==> src/rtl/if_unit.sv <==
// Instruction-fetch stage with IF/ID pipeline register, driving a 1-cycle synchronous imem.
// Optional perf counters are built only when IF_PERF_CNT_EN is defined.
module if_unit #(
  parameter logic [31:0] RESET_VECTOR = 32'h0000_0000,
  parameter logic [31:0] NOP_INSTR    = 32'h0000_0000
) (
  input  logic        clk,
  input  logic        rst,
  input  logic        stall,
  input  logic        redirect,
  input  logic [31:0] redirect_pc,
  output logic [31:0] imem_addr,
  input  logic [31:0] imem_rdata,
  output logic        inst_valid,
  output logic [5:0]  opcode,
  output logic [4:0]  R_I_A_type_rd,
  output logic [4:0]  R_type_rt,
  output logic [4:0]  R_I_type_rs,
  output logic [4:0]  R_type_shamt,
  output logic [15:0] I_type_imm,
  output logic [20:0] A_type_imm,
  output logic [25:0] J_type_imm,
  output logic [31:0] PC_out,
  output logic [31:0] fetch_count,
  output logic [31:0] stall_count
);

  logic [31:0] fetch_pc_q, fetch_pc_d;
  logic [31:0] rsp_pc_q, rsp_pc_d;
  logic        rsp_valid_q, rsp_valid_d;
  logic [31:0] inst_q, inst_d;
  // Holds the IF/ID address already incremented, so the reset value reads back as PC_out = 0.
  logic [31:0] pc_q, pc_d;
  logic        valid_q, valid_d;
  logic        advance;

  assign advance = ~redirect & ~stall;

  // Re-issuing the in-flight address during a stall keeps imem_rdata stable.
  assign imem_addr = (stall & rsp_valid_q & ~redirect) ? rsp_pc_q : fetch_pc_q;

  always_comb begin
    fetch_pc_d  = fetch_pc_q;
    rsp_pc_d    = rsp_pc_q;
    rsp_valid_d = rsp_valid_q;
    inst_d      = inst_q;
    pc_d        = pc_q;
    valid_d     = valid_q;
    if (redirect) begin
      fetch_pc_d  = redirect_pc;
      rsp_valid_d = 1'b0;
      inst_d      = NOP_INSTR;
      valid_d     = 1'b0;
    end else if (!stall) begin
      rsp_pc_d    = fetch_pc_q;
      rsp_valid_d = 1'b1;
      fetch_pc_d  = fetch_pc_q + 32'd1;
      if (rsp_valid_q) begin
        inst_d  = imem_rdata;
        pc_d    = rsp_pc_q + 32'd1;
        valid_d = 1'b1;
      end else begin
        inst_d  = NOP_INSTR;
        valid_d = 1'b0;
      end
    end
  end

  always_ff @(posedge clk or negedge rst) begin
    if (!rst) begin
      fetch_pc_q  <= RESET_VECTOR;
      rsp_pc_q    <= 32'd0;
      rsp_valid_q <= 1'b0;
      inst_q      <= NOP_INSTR;
      pc_q        <= 32'd0;
      valid_q     <= 1'b0;
    end else begin
      fetch_pc_q  <= fetch_pc_d;
      rsp_pc_q    <= rsp_pc_d;
      rsp_valid_q <= rsp_valid_d;
      inst_q      <= inst_d;
      pc_q        <= pc_d;
      valid_q     <= valid_d;
    end
  end

  assign inst_valid    = valid_q;
  assign opcode        = inst_q[31:26];
  assign R_I_A_type_rd = inst_q[25:21];
  assign R_type_rt     = inst_q[20:16];
  assign R_I_type_rs   = inst_q[15:11];
  assign R_type_shamt  = inst_q[10:6];
  assign I_type_imm    = inst_q[15:0];
  assign A_type_imm    = inst_q[20:0];
  assign J_type_imm    = inst_q[25:0];
  assign PC_out        = pc_q;

`ifdef IF_PERF_CNT_EN
  logic [31:0] fetch_cnt_q, fetch_cnt_d;
  logic [31:0] stall_cnt_q, stall_cnt_d;

  always_comb begin
    fetch_cnt_d = fetch_cnt_q;
    stall_cnt_d = stall_cnt_q;
    if (advance && rsp_valid_q) fetch_cnt_d = fetch_cnt_q + 32'd1;
    if (stall && !redirect)     stall_cnt_d = stall_cnt_q + 32'd1;
  end

  always_ff @(posedge clk or negedge rst) begin
    if (!rst) begin
      fetch_cnt_q <= 32'd0;
      stall_cnt_q <= 32'd0;
    end else begin
      fetch_cnt_q <= fetch_cnt_d;
      stall_cnt_q <= stall_cnt_d;
    end
  end

  assign fetch_count = fetch_cnt_q;
  assign stall_count = stall_cnt_q;
`else
  logic unused_advance;
  assign unused_advance = advance;
  assign fetch_count    = 32'd0;
  assign stall_count    = 32'd0;
`endif

endmodule

==> config.mk <==
export PLATFORM = sky130hd
export DESIGN_NAME = if_unit
export DESIGN_NICKNAME = d
export VERILOG_FILES = /design/src/rtl/if_unit.sv
export SDC_FILE = /design/constraint.sdc
export NUM_CORES = 1
export LEC_CHECK = 0
export BUFFER_PORTS_ARGS = -buffer_cell sky130_fd_sc_hd__buf_2
export CAP_MARGIN = 15
export CORE_UTILIZATION = 30
export DETAILED_ROUTE_END_ITERATION = 8
export PLACE_DENSITY_LB_ADDON = 0.3
export SYNTH_ARGS = -nofsm -noshare
export SYNTH_HDL_FRONTEND = slang
export SYNTH_SLANG_ARGS = --single-unit
==> constraint.sdc <==
create_clock -name clk -period 5.9 [get_ports clk]
set_clock_uncertainty 0.15 [all_clocks]
set_input_delay 0.885 -clock clk [delete_from_list [all_inputs] [get_ports clk]]
set_output_delay 0.885 -clock clk [all_outputs]
set_load 0.02 [all_outputs]
* Word level (Yosys, flattened, before mapping)
Index checks and enable logic that the tools add are counted.
** Storage, ports and cells
- Logic and storage cells :: 26
- Register bits :: 130
- Bits of input ports :: 68
- Output and inout port bits :: 218
** Cells by class
- Reductions and logical operators :: 2
- Multiplexer cells :: 11
- Bitwise logic cells :: 4
- Eq/ne operators :: 1
- Add/subtract/negate cells :: 2
** Operator list (number)
- 2-to-1 mux 32 bit :: 6
- adder 32 x 1 -> 32 bit (second input constant) :: 2
- 2-to-1 mux 1 bit :: 5
- AND reduction 3 bit :: 1
- AND 1 bit :: 2
- != test 2 x 1 -> 1 bit (second input constant) :: 1
- NOT 1 bit :: 2
- AND reduction 2 bit :: 1

* Longest topological paths before layout
- Depth after elaboration :: 3
- Gate-level depth with buffers :: 7
- Depth with buffers taken out :: 6

* Least setup slack after synthesis
Ideal clock, no wire load.
- Kind :: in2out
- From :: input stall
- To :: output imem_addr[14]
- Path buffers :: 3
- Stages :: 6
- Required time :: 4.865 ns
- Arrival time :: 2.450 ns
- Path slack :: 2.415 ns
- Cell sequence :: clkbuf_1 -> nor2b_1 -> clkbuf_1 -> nand2_1 -> clkbuf_1 -> o21ai_0
** Between the ends
- Longest elaborated chain between the ends :: 3
** Ends and longest elaborated chain
- start, declared :: line 9 : input logic stall,
- AND 1 bit (2 in a row) :: line 40 : assign imem_addr = (stall & rsp_valid_q & ~redirect) ? rsp_pc_q : fetch_pc_q;
- 2-to-1 mux 32 bit :: line 40
- end, declared :: line 12 : output logic [31:0] imem_addr,
Every way passes these cells.

* Worst setup path in the final report
- From :: input stall
- To :: output imem_addr[11]
Same word-level chain as after synthesis.

==> flow_metrics.env <==
export IMPL_path_depth=7
export IMPL_grt_pass1_vias=4937
export IMPL_hold_path_class="reg2reg"
export IMPL_synth_xor_area_share_pct=7.145
export IMPL_number_of_synthesis_warnings=0
export IMPL_grt_max_degree=81
export IMPL_worst_setup_path_start_kind="input pin"
export IMPL_detail_route_drc_violations=0
export IMPL_synth_compound_area_share_pct=8.599
export IMPL_main_combinational_cell_family_by_area_after_synthesis="buffers and inverters"
export IMPL_swShare_pct=32.24
export IMPL_hold_viol=0
export IMPL_critical_path_startpoint="stall"
export IMPL_cts_repair_resized=0
export IMPL_cts_path_max_buffers=2
export IMPL_final_antenna_net_count=0
export IMPL_worstPathArrival_ns=2.93
export IMPL_global_route_overflow_total=0
export IMPL_synth_simple_gate_area_share_pct=13.63
export IMPL_clk_pin_slew_ns=0.06
export IMPL_synth_sequential_area_ratio_pct=44.98
export IMPL_port_buffer_count=221
export IMPL_synth_fa_ha_area_share_pct=0.3460
export IMPL_routed_length_on_met1_mm=8.833
export IMPL_dpl_instance_area_um2=7974
export IMPL_cellLeakagePower_nw=4.170
export IMPL_power_share_clock_pct=38.6
export IMPL_final_area_um2=8584
export IMPL_dp_hpwl_mm=13.93
export IMPL_power_density_nw_per_um2=329.6
export IMPL_status="completed"
export IMPL_root_buffer="sky130_fd_sc_hd__clkbuf_16"
export IMPL_grt_use_total_pct=15.47
export IMPL_crit_fanout=34
export IMPL_fin_nets=939
export IMPL_placement_rows=56
export IMPL_number_of_cts_inserted_buffers=17
export IMPL_tns_ns=0
export IMPL_netlist_cell_type_count=35
export IMPL_post_synth_inst_count=720
export IMPL_setup_violations=0
export IMPL_place_detailed_instances=1169
export IMPL_seq_power_share_pct=41.3
export IMPL_h_tree_depth=4
export IMPL_final_min_period_over_clock_period_pct=67.27
export IMPL_detailedRoute_firstPassIterationCount=4
export IMPL_min_delay_start="PC_out[8]"
export IMPL_mostFrequentLayoutCell="sky130_fd_sc_hd__buf_2"
export IMPL_design_die_area_um2=24730
export IMPL_launch_point_of_the_worst_reg_to_reg_path="fetch_pc_q[8]"
export IMPL_setup_repair_bufs_after_cts=0
export IMPL_final_max_slew_violation_count=0
export IMPL_switchingPower_mw=0.9123
export IMPL_grt_setup_unrepaired="false"
export IMPL_layout_drive_gt1_share_pct=37.23
export IMPL_vias_per_cell=4.431
export IMPL_post_synth_main_area_contributors="sky130_fd_sc_hd__dfrtp_1, sky130_fd_sc_hd__buf_4, sky130_fd_sc_hd__mux2_2"
export IMPL_total_met2_wirelength_after_detailed_routing_mm=9.128
export IMPL_antenna_cells=0
export IMPL_power_internal_mw=1.918
export IMPL_slew_headroom_pct=24.77
export IMPL_post_synth_top_area_cell="sky130_fd_sc_hd__dfrtp_1"
export IMPL_gp_congestion=0.7876
export IMPL_clk_latency_ns=0.42
export IMPL_route_final_wire_length_mm=19.02
export IMPL_post_route_min_period_ns=3.969
export IMPL_synthesis_area_um2=7232
export IMPL_worstPathRequired_ns=4.87
export IMPL_area_delta_synth_final_pct=18.70
export IMPL_cts_tree="built"
export IMPL_max_stage_delay_ns=0.43
export IMPL_instances_no_fill=1200
export IMPL_path_delay_family="buffers and inverters"
export IMPL_fp_coreArea_um2=23540
export IMPL_cts_sinks=130
export IMPL_holdPathStages=2
export IMPL_critical_path_slowest_cell="sky130_fd_sc_hd__nand2_1"
export IMPL_io_pins=286
export IMPL_timing_critical_path_cells="buf_2 > nor2b_4 > buf_4 > nand2_1 > buf_4 > mux2_2 > buf_2"
export IMPL_first_iter_violations=243
export IMPL_timing_fmax_ghz=0.2520
export IMPL_crit_buf_inv=4
export IMPL_yosys_register_bits=130
export IMPL_floorplan_die_height_um=157.3
export IMPL_criticalPathCategory="in2out"
export IMPL_routed_wire_per_std_cell_um=15.85
export IMPL_syn_mean_instance_area_um2=10.04
export IMPL_layout_cells_most_common_list="sky130_fd_sc_hd__buf_2, sky130_fd_sc_hd__dfrtp_1, sky130_fd_sc_hd__nand2_1"
export IMPL_p_comb_share_pct=20.0
export IMPL_first_pass_grt_wire_length_mm=28.32
export IMPL_whs_ns=0.3201
export IMPL_maxCapViolCount=0
export IMPL_antenna_violations_before_repair=0
export IMPL_total_power_mw=2.830
export IMPL_wl_met3_um=947
export IMPL_tightest_pin_transition_ns=1.118
export IMPL_r2r_worst_path_cells=5
export IMPL_num_vias=5317
export IMPL_post_synth_top_area_fraction_pct=44.98
export IMPL_initial_standard_cell_utilization_of_the_core_pct=30.72
export IMPL_die_w_um=157.3
export IMPL_top_layer_used="met4"
export IMPL_vdd_drop_max_v=0.0001703
export IMPL_end_kind="output port"
export IMPL_post_cts_hold_buffer_count=0
export IMPL_mux_contribution_to_synthesized_area_pct=10.09
synth_stat cells:
cell type / number
sky130_fd_sc_hd__nor2b_1: 4
sky130_fd_sc_hd__a211o_1: 1
sky130_fd_sc_hd__conb_1: 1
sky130_fd_sc_hd__nand3b_1: 1
sky130_fd_sc_hd__o21ai_0: 60
sky130_fd_sc_hd__and4_1: 5
sky130_fd_sc_hd__nand3_2: 1
sky130_fd_sc_hd__mux2_2: 63
sky130_fd_sc_hd__or3_1: 2
sky130_fd_sc_hd__xor2_1: 24
sky130_fd_sc_hd__nand4b_1: 2
sky130_fd_sc_hd__clkbuf_1: 36
sky130_fd_sc_hd__inv_1: 6
sky130_fd_sc_hd__buf_6: 1
sky130_fd_sc_hd__a21oi_1: 4
sky130_fd_sc_hd__nor4_1: 15
sky130_fd_sc_hd__xnor2_1: 35
sky130_fd_sc_hd__nand3_1: 14
sky130_fd_sc_hd__buf_4: 123
sky130_fd_sc_hd__a31oi_1: 2
sky130_fd_sc_hd__nor3_1: 16
sky130_fd_sc_hd__mux2i_1: 2
sky130_fd_sc_hd__a22o_1: 32
sky130_fd_sc_hd__or4_1: 2
sky130_fd_sc_hd__and2_1: 3
sky130_fd_sc_hd__and3_1: 10
sky130_fd_sc_hd__nand4_1: 17
sky130_fd_sc_hd__buf_1: 1
sky130_fd_sc_hd__and4_4: 1
sky130_fd_sc_hd__nand4_4: 1
sky130_fd_sc_hd__dfrtp_1: 130
sky130_fd_sc_hd__nor2_1: 10
sky130_fd_sc_hd__nor3b_1: 1
sky130_fd_sc_hd__nand2_1: 92
sky130_fd_sc_hd__ha_1: 2
stage by stage:
stage                     setup slack, ns  utilization (%)
after floorplan                     2.415                -
final                               1.931            36.46
after global routing                1.779            36.46
after global placement              1.977            33.87
after detailed placement            1.933            33.87
after CTS                           1.931            36.46
kinds of logic (layout without fill, tap and decap cells):
kind of cell / Yosys count / in the layout
xor gates and xnor gates: 59 / 59
and+or+nand+nor: 197 / 197
adders and majority gates: 2 / 2
DFF: 130 / 130
muxes: 65 / 65
buffers and inverters: 167 / 265
other: 1 / 64
AOI/OAI and AO/OA: 99 / 99
area by class of cell:
type                       instances  area (um2)
inverter                           6       22.52
clock inverter                    12       157.7
sequential                       130        3253
timing repair buffer             228        1165
multi-input combinational        486        3134
tap                              319       399.1
clock buffer                      19       452.9
fill                            2407       14960
state kept, by name, summed over array words and instances, names as in the netlist:
register,count
inst_valid,1
inst_q,32
rsp_valid_q,1
PC_out,32
rsp_pc_q,32
fetch_pc_q,32
path summary, 6_finish.rpt:
kind | end | slack [ns]
max | imem_addr[11] | 1.93
min | PC_out[8] | 0.32
max reg2reg | fetch_pc_q[31] | 3.17
min reg2reg | PC_out[8] | 0.32
max in group asynchronous | rsp_pc_q[25] | 4.02
min in group asynchronous | fetch_pc_q[26] | 0.34
worst register-to-register path: stages (launching register included):
cell                       delay [ns]
sky130_fd_sc_hd__dfrtp_1         0.49
sky130_fd_sc_hd__and3_1          0.31
sky130_fd_sc_hd__nand4b_1        0.51
sky130_fd_sc_hd__or4_1           0.67
sky130_fd_sc_hd__or3_1           0.35
sky130_fd_sc_hd__a31oi_1         0.17
power groups by stage:
stage	Clock, mW	Combinational [mW]	Sequential [mW]
6_report	1.09	0.566	1.17
5_1_grt	1.18	0.625	1.19
4_1_cts	1.14	0.576	1.17
3_5_place_dp	0	0.575	1.19
3_3_place_gp	0	0.570	1.19
2_1_floorplan	0	0.354	1.21
layer usage:
| metal | vias to the layer above | track usage, % |
|---|---|---|
| met5 | - | 0 |
| met4 | 0 | 3.930 |
| met3 | 10 | 3.662 |
| met2 | 202 | 25.37 |
| met1 | 2507 | 20.37 |
| li1 | 2598 | - |
Note: power is estimated with default switching activity, not from simulation.
